## src/rtl/vcxo_lock_supervisor.sv

```systemverilog
// vcxo_lock_supervisor: sequences the VCXO frequency-lock loop through acquire/lock/holdover/fault
// and schedules host corrections onto measurement boundaries.
// Optional: define LOCK_STATS_EN to add the lock_loss_cnt output.
module vcxo_lock_supervisor #(
  parameter int LOCK_WIN     = 20,
  parameter int UNLOCK_WIN   = 100,
  parameter int LOCK_COUNT   = 8,
  parameter int UNLOCK_COUNT = 3,
  parameter int RAIL_COUNT   = 16,
  parameter int PWM_MAX      = 1000,
  parameter int WD_TIMEOUT   = 262144
) (
  input  logic               tcxo_clk_in,
  input  logic               reset_n,
  input  logic               enable,
  input  logic               meas_valid,
  input  logic signed [23:0] freq_error,
  input  logic signed [23:0] pwm,
  input  logic signed [7:0]  corr_in,
  input  logic               corr_wr,
  input  logic               fault_clr,
  output logic signed [7:0]  VCXO_correction,
  output logic               corr_pending,
  output logic               locked,
  output logic               holdover,
  output logic               fault,
  output logic [2:0]         state_out
`ifdef LOCK_STATS_EN
  ,
  output logic [15:0]        lock_loss_cnt
`endif
);
  localparam int GW = $clog2(LOCK_COUNT + 1);
  localparam int BW = $clog2(UNLOCK_COUNT + 1);
  localparam int RW = $clog2(RAIL_COUNT + 1);
  localparam int WW = $clog2(WD_TIMEOUT + 1);
  typedef enum logic [2:0] {
    IDLE     = 3'd0,
    ACQUIRE  = 3'd1,
    LOCKED   = 3'd2,
    HOLDOVER = 3'd3,
    FAULT    = 3'd4
  } state_t;
  state_t             state;
  logic signed [7:0]  pending;
  logic [GW-1:0]      good_cnt, g_next;
  logic [BW-1:0]      bad_cnt, b_next;
  logic [RW-1:0]      rail_cnt, r_next;
  logic [WW-1:0]      wd_cnt, wd_next;
  logic [23:0]        abs_err;
  logic               rail_trip, wd_trip, apply_now;
  assign state_out = state;
  // per-sample evaluation: saturating abs error and next counter values
  always_comb begin
    abs_err   = freq_error == 24'sh800000 ? 24'h7fffff :
                freq_error[23] ? $unsigned(-freq_error) : $unsigned(freq_error);
    g_next    = abs_err <= 24'(LOCK_WIN) ?
                (good_cnt == GW'(LOCK_COUNT) ? good_cnt : good_cnt + GW'(1)) : '0;
    b_next    = abs_err > 24'(UNLOCK_WIN) ?
                (bad_cnt == BW'(UNLOCK_COUNT) ? bad_cnt : bad_cnt + BW'(1)) : '0;
    r_next    = (pwm <= 24'sd0 || pwm >= 24'(PWM_MAX)) ?
                (rail_cnt == RW'(RAIL_COUNT) ? rail_cnt : rail_cnt + RW'(1)) : '0;
    wd_next   = wd_cnt == WW'(WD_TIMEOUT) ? wd_cnt : wd_cnt + WW'(1);
    rail_trip = r_next == RW'(RAIL_COUNT);
    wd_trip   = wd_next == WW'(WD_TIMEOUT);
    apply_now = corr_pending && ((state inside {IDLE, FAULT, HOLDOVER}) ||
                (meas_valid && (state inside {ACQUIRE, LOCKED})));
  end
  // supervisor FSM with registered flags, counters and correction scheduling
  always_ff @(posedge tcxo_clk_in or negedge reset_n)
    if (!reset_n) begin
      state           <= IDLE;
      locked          <= 1'b0;
      holdover        <= 1'b0;
      fault           <= 1'b0;
      VCXO_correction <= '0;
      pending         <= '0;
      corr_pending    <= 1'b0;
      good_cnt        <= '0;
      bad_cnt         <= '0;
      rail_cnt        <= '0;
      wd_cnt          <= '0;
    end else if (!enable) begin
      state    <= IDLE;
      locked   <= 1'b0;
      holdover <= 1'b0;
      fault    <= 1'b0;
      good_cnt <= '0;
      bad_cnt  <= '0;
      rail_cnt <= '0;
      wd_cnt   <= '0;
      if (corr_wr) begin
        pending      <= corr_in;
        corr_pending <= 1'b1;
      end
    end else begin
      if (apply_now) begin
        VCXO_correction <= pending;
        corr_pending    <= 1'b0;
      end
      if (corr_wr) begin
        pending      <= corr_in;
        corr_pending <= 1'b1;
      end
      case (state)
        IDLE: state <= ACQUIRE;
        ACQUIRE, LOCKED:
          if (meas_valid) begin
            wd_cnt   <= '0;
            rail_cnt <= r_next;
            if (rail_trip) begin
              state  <= FAULT;
              fault  <= 1'b1;
              locked <= 1'b0;
            end else if (corr_pending) begin
              state    <= ACQUIRE;
              locked   <= 1'b0;
              good_cnt <= '0;
              bad_cnt  <= '0;
            end else if (state == ACQUIRE) begin
              good_cnt <= g_next;
              if (g_next == GW'(LOCK_COUNT)) begin
                state   <= LOCKED;
                locked  <= 1'b1;
                bad_cnt <= '0;
              end
            end else begin
              bad_cnt <= b_next;
              if (b_next == BW'(UNLOCK_COUNT)) begin
                state    <= ACQUIRE;
                locked   <= 1'b0;
                good_cnt <= '0;
              end
            end
          end else begin
            wd_cnt <= wd_next;
            if (wd_trip) begin
              state    <= HOLDOVER;
              holdover <= 1'b1;
              locked   <= 1'b0;
            end
          end
        HOLDOVER:
          if (meas_valid) begin
            state    <= ACQUIRE;
            holdover <= 1'b0;
            good_cnt <= '0;
            bad_cnt  <= '0;
            rail_cnt <= '0;
            wd_cnt   <= '0;
          end
        FAULT:
          if (fault_clr) begin
            state    <= IDLE;
            fault    <= 1'b0;
            good_cnt <= '0;
            bad_cnt  <= '0;
            rail_cnt <= '0;
            wd_cnt   <= '0;
          end
        default: state <= IDLE;
      endcase
    end
`ifdef LOCK_STATS_EN
  logic lock_drop;
  assign lock_drop = enable && state == LOCKED &&
                     (meas_valid ? !rail_trip && (corr_pending || b_next == BW'(UNLOCK_COUNT)) : wd_trip);
  // counts every exit from LOCKED into ACQUIRE or HOLDOVER, saturating
  always_ff @(posedge tcxo_clk_in or negedge reset_n)
    if (!reset_n) lock_loss_cnt <= '0;
    else if (lock_drop && lock_loss_cnt != 16'hffff) lock_loss_cnt <= lock_loss_cnt + 16'd1;
`endif
endmodule

```

## config.mk

```make
export PLATFORM = sky130hd
export DESIGN_NAME = vcxo_lock_supervisor
export DESIGN_NICKNAME = d
export VERILOG_FILES = /design/src/rtl/vcxo_lock_supervisor.sv
export SDC_FILE = /design/constraint.sdc
export NUM_CORES = 1
export LEC_CHECK = 0
export CAP_MARGIN = 40
export CORE_MARGIN = 3
export CORE_UTILIZATION = 29
export CTS_BUF_LIST = sky130_fd_sc_hd__clkbuf_2 sky130_fd_sc_hd__clkbuf_4 sky130_fd_sc_hd__clkbuf_8
export DETAILED_ROUTE_END_ITERATION = 8
export GPL_ROUTABILITY_DRIVEN = 0
export PLACE_DENSITY = 0.61
export SYNTH_ARGS = -nofsm -noshare
export SYNTH_HDL_FRONTEND = slang
export SYNTH_SLANG_ARGS = --single-unit
```

## constraint.sdc

```tcl
create_clock -name tcxo_clk_in -period 4.9 [get_ports tcxo_clk_in]
set_input_delay 0.49 -clock tcxo_clk_in [delete_from_list [all_inputs] [get_ports tcxo_clk_in]]
set_output_delay 0.49 -clock tcxo_clk_in [all_outputs]
set_load 0.02 [all_outputs]
```

==> flow_metrics.env <==
export IMPL_status="finished clean"
export IMPL_avgRoutedWirePerCell_um=15.0
export IMPL_max_freq_mhz=261
export IMPL_relSlewSlack_pct=53.1
export IMPL_gr_total_overflow=0
export IMPL_cts_root_buf="clkbuf_8"
export IMPL_instances_no_fill=748
export IMPL_n_fill_cell=1358
export IMPL_slowest_stage="nor4_2"
export IMPL_clock_sinks=53
export IMPL_grt_usage_pct=14.2
export IMPL_htree_levels=2
export IMPL_use_met2_pct=23.5
export IMPL_ant_nets=0
export IMPL_required_ns=5.11
export IMPL_first_global_vias=3887
export IMPL_coreArea_um2=13500
export IMPL_max_stage_delay_ns=0.58
export IMPL_slew_viol_final=0
export IMPL_insertion_delay_ns=0.32
export IMPL_p_leak_nw=1.93
export IMPL_post_cts_buffers=0
export IMPL_criticalPathCategory="register to register"
export IMPL_met3_usage_pct=1.97
export IMPL_crit_path_start_kind="register"
export IMPL_hpwlAfterDp_um=8490
export IMPL_wirelength_um=11300
export IMPL_dp_cells=740
export IMPL_synth_edff_count=0
export IMPL_path_max_fanout=8
export IMPL_antenna_cells=0
export IMPL_clockBufferDepth=2
export IMPL_drt_iter0_drc=318
export IMPL_hold_ws_ns=0.279
export IMPL_multi_input_area_um2=2610
export IMPL_path_cells="ha_1, nand2_1, nor4_2, mux2_2, o22ai_1, a31oi_1, nor4_1, o21ai_0, a211oi_1, mux2_2"
export IMPL_rsz0062_at_grt="false"
export IMPL_initial_core_util_pct=30.2
export IMPL_synth_top_area_share_pct=32.5
export IMPL_vias_per_cell=5.43
export IMPL_grt_max_degree=54
export IMPL_period_minus_slack_ns=3.83
export IMPL_syn_num_nets=573
export IMPL_layout_common_cells="clkdlybuf4s50_1, o21ai_0, dfrtp_1"
export IMPL_holdBufCountCts=0
export IMPL_p_per_area_nw_per_um2=216
export IMPL_r2r_start="wd_cnt[0]"
export IMPL_drc=0
export IMPL_pin_count=77
export IMPL_r2r_setup_slack_ns=1.07
export IMPL_fin_skew_ns=0.00640
export IMPL_area_growth_pct=25.0
export IMPL_nets=640
export IMPL_tightestPinTransition_ns=0.703
export IMPL_layout_commonest_cell="clkdlybuf4s50_1"
export IMPL_rows=42
export IMPL_cap_violations=0
export IMPL_die_w_um=125
export IMPL_synth_avg_cell_area_um2=8.10
export IMPL_antenna_found_initial=0
export IMPL_setup_worst_path_end_class="register"
export IMPL_placed_cell_area_um2=5010
export IMPL_synth_top_area_cell="dfrtp_1"
export IMPL_path_common_cell="mux2_2"
export IMPL_arrival_ns=4.05
export IMPL_grt_pass1_wl_um=19100
export IMPL_hold_viol_final=0
export IMPL_cts_tree="done"
export IMPL_postCtsResizedCells=0
export IMPL_total_power_mw=1.10
export IMPL_cts_buffers=5
export IMPL_drtPass1Iterations=4
export IMPL_portBuffers=76
export IMPL_r2r_end="state_out[1]"
export IMPL_ys_ff_latch=53
export IMPL_fin_crit_sh_pct=78.2
export IMPL_die_area_um2=15500
export IMPL_final_seq_area_um2=1330
export IMPL_die_y_um=125
export IMPL_ys_types=64
export IMPL_num_vias=4065
export IMPL_clk_pin_slew_worst_paths_ns=0.10
export IMPL_syn_cell_area_um2=4080
export IMPL_setup_tns_ns=0
export IMPL_synthArstFlopShare_pct=100
export IMPL_drive_above_1_share_pct=9.09
export IMPL_postSynthCellCount=504
export IMPL_ir_worst_vdd_uv=143
export IMPL_ys_flop_type="dfrtp_1"
export IMPL_use_met1_pct=20.0
export IMPL_setup_viol=0
export IMPL_r2r_worst_path_cells=10
export IMPL_yosysWarningCount=0
export IMPL_hold_class="input pin to async pin"
export IMPL_top_usage_layer="met2"
export IMPL_yosys_top_cells_area="dfrtp_1, o21ai_0, mux2_2"
export IMPL_stdcell_area_um2=5100
export IMPL_ys_seq_area_share_pct=32.5
-- critical path: cells and delay by family (launching register included) --
family                     cells  cell delay, ns
AOI/OAI and AO/OA              4            0.79
adders and majority gates      1            0.35
DFF                            1            0.50
muxes                          2            0.78
and+or+nand+nor                3            1.32
-- stage by stage --
stage	utilization, %	setup slack (ns)
finish	37.8	1.07
global route	37.8	0.735
detailed placement	37.1	0.838
floorplan	-	1.64
global placement	37.0	0.949
CTS	37.8	1.09
-- cell families after synthesis --
family                     count (synthesis)  synth area share, %
buffers and inverters                     37                 3.58
xor gates and xnor gates                  12                 2.57
AOI/OAI and AO/OA                        145                 21.3
adders and majority gates                  7                 2.14
and+or+nand+nor                          226                 31.2
muxes                                     24                 6.65
DFF                                       53                 32.5
-- layer usage --
metal / part of all wire (%) / vias to the layer above
li1: - / 2020
met3: 3.4 / 7
met5: 0 / -
met4: 0.64 / 0
met1: 48 / 1945
met2: 48 / 93
-- cells in the mapped netlist (all sizes together) (2+ instances only) --
master and instances:
nand3b 2, nand2 46, a21oi 29, nor3 10, o21bai 5, nor2b 5
nand4 15, a22o 4, and2 3, o22ai 4, buf 4, o32ai 2
or3 7, dfrtp 53, nand2b 5, a21o 4, nor4b 6, a31oi 11
or2 4, mux2i 2, nor4 19, nor3b 4, ha 7, o31ai 9
xor2 4, mux2 22, o21ai 58, o211ai 4, inv 16, and4b 2
a211oi 3, clkbuf 17, nor2 48, a21boi 3, nand4b 2, and3 8
xnor2 8, and4 3, nand3 32
-- cell type report --
| cell class | instances | area share, % |
|---|---|---|
| Clock buffer | 5 | 1.35 |
| Clock inverter | 3 | 0.490 |
| Inverter | 16 | 1.18 |
| Multi-Input combinational cell | 414 | 51.2 |
| Sequential cell | 53 | 26.0 |
| Tap cell | 176 | 4.31 |
| Timing Repair Buffer | 81 | 15.5 |
-- flip-flops by register name, summed over array words and instances (netlist names), 2 cells and up --
register,flops
rail_cnt,5
state_out,3
bad_cnt,2
VCXO_correction,8
wd_cnt,19
good_cnt,4
pending,8
-- how the worst max path moves through the flow --
stage	slack, ns	endpoint	depth (start not counted)	start
final	1.07	state_out[1]	10	wd_cnt[0]
after floorplan	1.64	good_cnt[0]	13	freq_error[0]
after CTS	1.09	state_out[1]	10	wd_cnt[0]
after detailed placement	0.84	state_out[1]	11	freq_error[0]
after global placement	0.95	state_out[0]	11	freq_error[0]
after global routing	0.73	good_cnt[2]	12	freq_error[0]
-- power breakdown --
| part | switching [mW] | internal, mW | total (mW) |
|---|---|---|---|
| registers | 0.0318 | 0.471 | 0.503 |
| clock network | 0.162 | 0.105 | 0.267 |
| logic | 0.169 | 0.163 | 0.331 |
| total | 0.362 | 0.739 | 1.10 |
No activity file was read; power rests on OpenSTA's default activity.
==> RTL change (same settings) <==
Set the parameter `RAIL_COUNT` to 8 (it was 16).
--- a/src/rtl/vcxo_lock_supervisor.sv
+++ b/src/rtl/vcxo_lock_supervisor.sv
@@ -6,7 +6,7 @@
   parameter int UNLOCK_WIN   = 100,
   parameter int LOCK_COUNT   = 8,
   parameter int UNLOCK_COUNT = 3,
-  parameter int RAIL_COUNT   = 16,
+  parameter int RAIL_COUNT   = 8,
   parameter int PWM_MAX      = 1000,
   parameter int WD_TIMEOUT   = 262144
 ) (
Check against the original RTL: no difference found for any inputs over 4 cycles, from zero or initial values and one cycle with reset_n low; that may be too few to reach the edited logic, so the function may still have changed.
==> RTL change against the unedited design <==
Cell count is 2.0% higher; design area is 2.5% higher; clock skew is 0.0062 ns higher; power is 1.6% lower; sequential cell count is 1 lower; setup slack worse by 0.013 ns; area after synthesis is 5.9% higher; global-route usage is 0.37 points lower; non-clock buffer count is 2 lower; hold slack worse by 0.010 ns; wire length is 2.8% higher; count of clock-buffer cells in the layout stayed put.
==> RTL change: results (changes against the unedited design) <==
| Metric | Value |
|---|---|
| Run status | `complete, no violations` |
| Overall routing resource usage | `0.138 (-0.00372)` |
| Final #Nets | `651 (+1.7%)` |
| Mux contribution to synthesized area | `0.0538 (-0.0127)` |
| Worst VDD drop | `0.157 mV (+9.6%)` |
| DRT iter0 DRCs | `443 (+39%)` |
| Met1 Use GR | `0.184 (-0.0153)` |
| Comb_multi_in | `422 (+1.9%)` |
| Share of cells above drive strength 1 | `0.0961 (+0.00515)` |
| First-pass GRT wire length | `19,400 um (+2.0%)` |
| Non-Clock Inverter Count | `22 (+6)` |
| DR vias | `4,313 (+6.1%)` |
| Synth Area in XOR/XNOR | `0.0263 (+0.000596)` |
| Setup CP Type | `in2reg` |
| Largest net degree at the start of global routing | `53 (-1.9%)` |
| Synth area leaders | `dfrtp_1, o21ai_0, nand2_1` |
| Tap Cells | `180 (+2.3%)` |
| Netlist cell types | `81 (+27%)` |
| Sequential cell area share | `0.249 (-0.0112)` |
| Worst Setup SP | `freq_error[2]` |
| DRT Pass-1 Iters | `5 (+1)` |
| Placed cell count | `755 (+2.0%)` |
| WL met2 | `5410 um (about the same)` |
| HPWL after detailed placement | `8720 um (+2.6%)` |
| CP max-delay cell | `nor3_2` |
| CP Max Fanout | `14 (+6)` |
| Seq group | `0.490 mW (-3%)` |
| P per Cell Area | `207 nW/um2 (-4.1%)` |
| Syn Area/Cell | `8.13 um2 (+0.31%)` |
| DR WL met3 | `774 um (+100%)` |
| Synth Net Count | `601 (+4.9%)` |
| Non-CTS buffers | `79 (-2.5%)` |
| DR WL/cell | `15.2 um (+0.78%)` |
| Adder-cell share of the synthesized area | `0.0203 (-0.00119)` |
| Tcrit/Tclk final | `0.785 (+0.00267)` |
| Sequential cells | `52 (-1.9%)` |
| Met2 Use GR | `0.228 (-0.00708)` |
| Post-synthesis compound-gate area fraction | `0.223 (+0.0101)` |
| Most frequent cells after synthesis | `dfrtp_1, nand2_1, o21ai_0` |
| Hold WS | `0.269 ns (-0.0100 ns)` |
| Max_slew headroom | `0.418 (-0.113)` |
| Final wirelength | `11,600 um (+2.8%)` |
| Non-clk buf share | `0.149 (-0.00673)` |
| Gate power share | `0.306 (+0.005)` |
| Clk cell area share | `0.0179 (-0.000457)` |
[RTL change: cell count changes in the layout (fill, tap and decap cells not counted), moves of 6 or more]
cell | unedited run | this run
a21oi_1 | 29 | 22
nor2_1 | 48 | 42
nor3_1 | 7 | 17
or4_1 | 1 | 7
o21ai_0 | 56 | 43
nand3_1 | 31 | 24
[RTL change: metrics by stage]
step            util  area, um2
2_1_floorplan      -       4320
3_3_place_gp   0.361       5130
3_5_place_dp   0.362       5140
4_1_cts        0.369       5240
5_1_grt        0.369       5240
6_report       0.369       5240
[RTL change: worst reg2reg max path, delay by kind of cell (launching register included)]
family	cells	cell delay (ns)
multiplexers	1	0.33
flip-flops	1	0.54
AO/OA/AOI/OAI	4	0.76
adder cells (fa/ha/maj)	1	0.34
AND/OR/NAND/NOR	3	1.09
XOR/XNOR	1	0.17
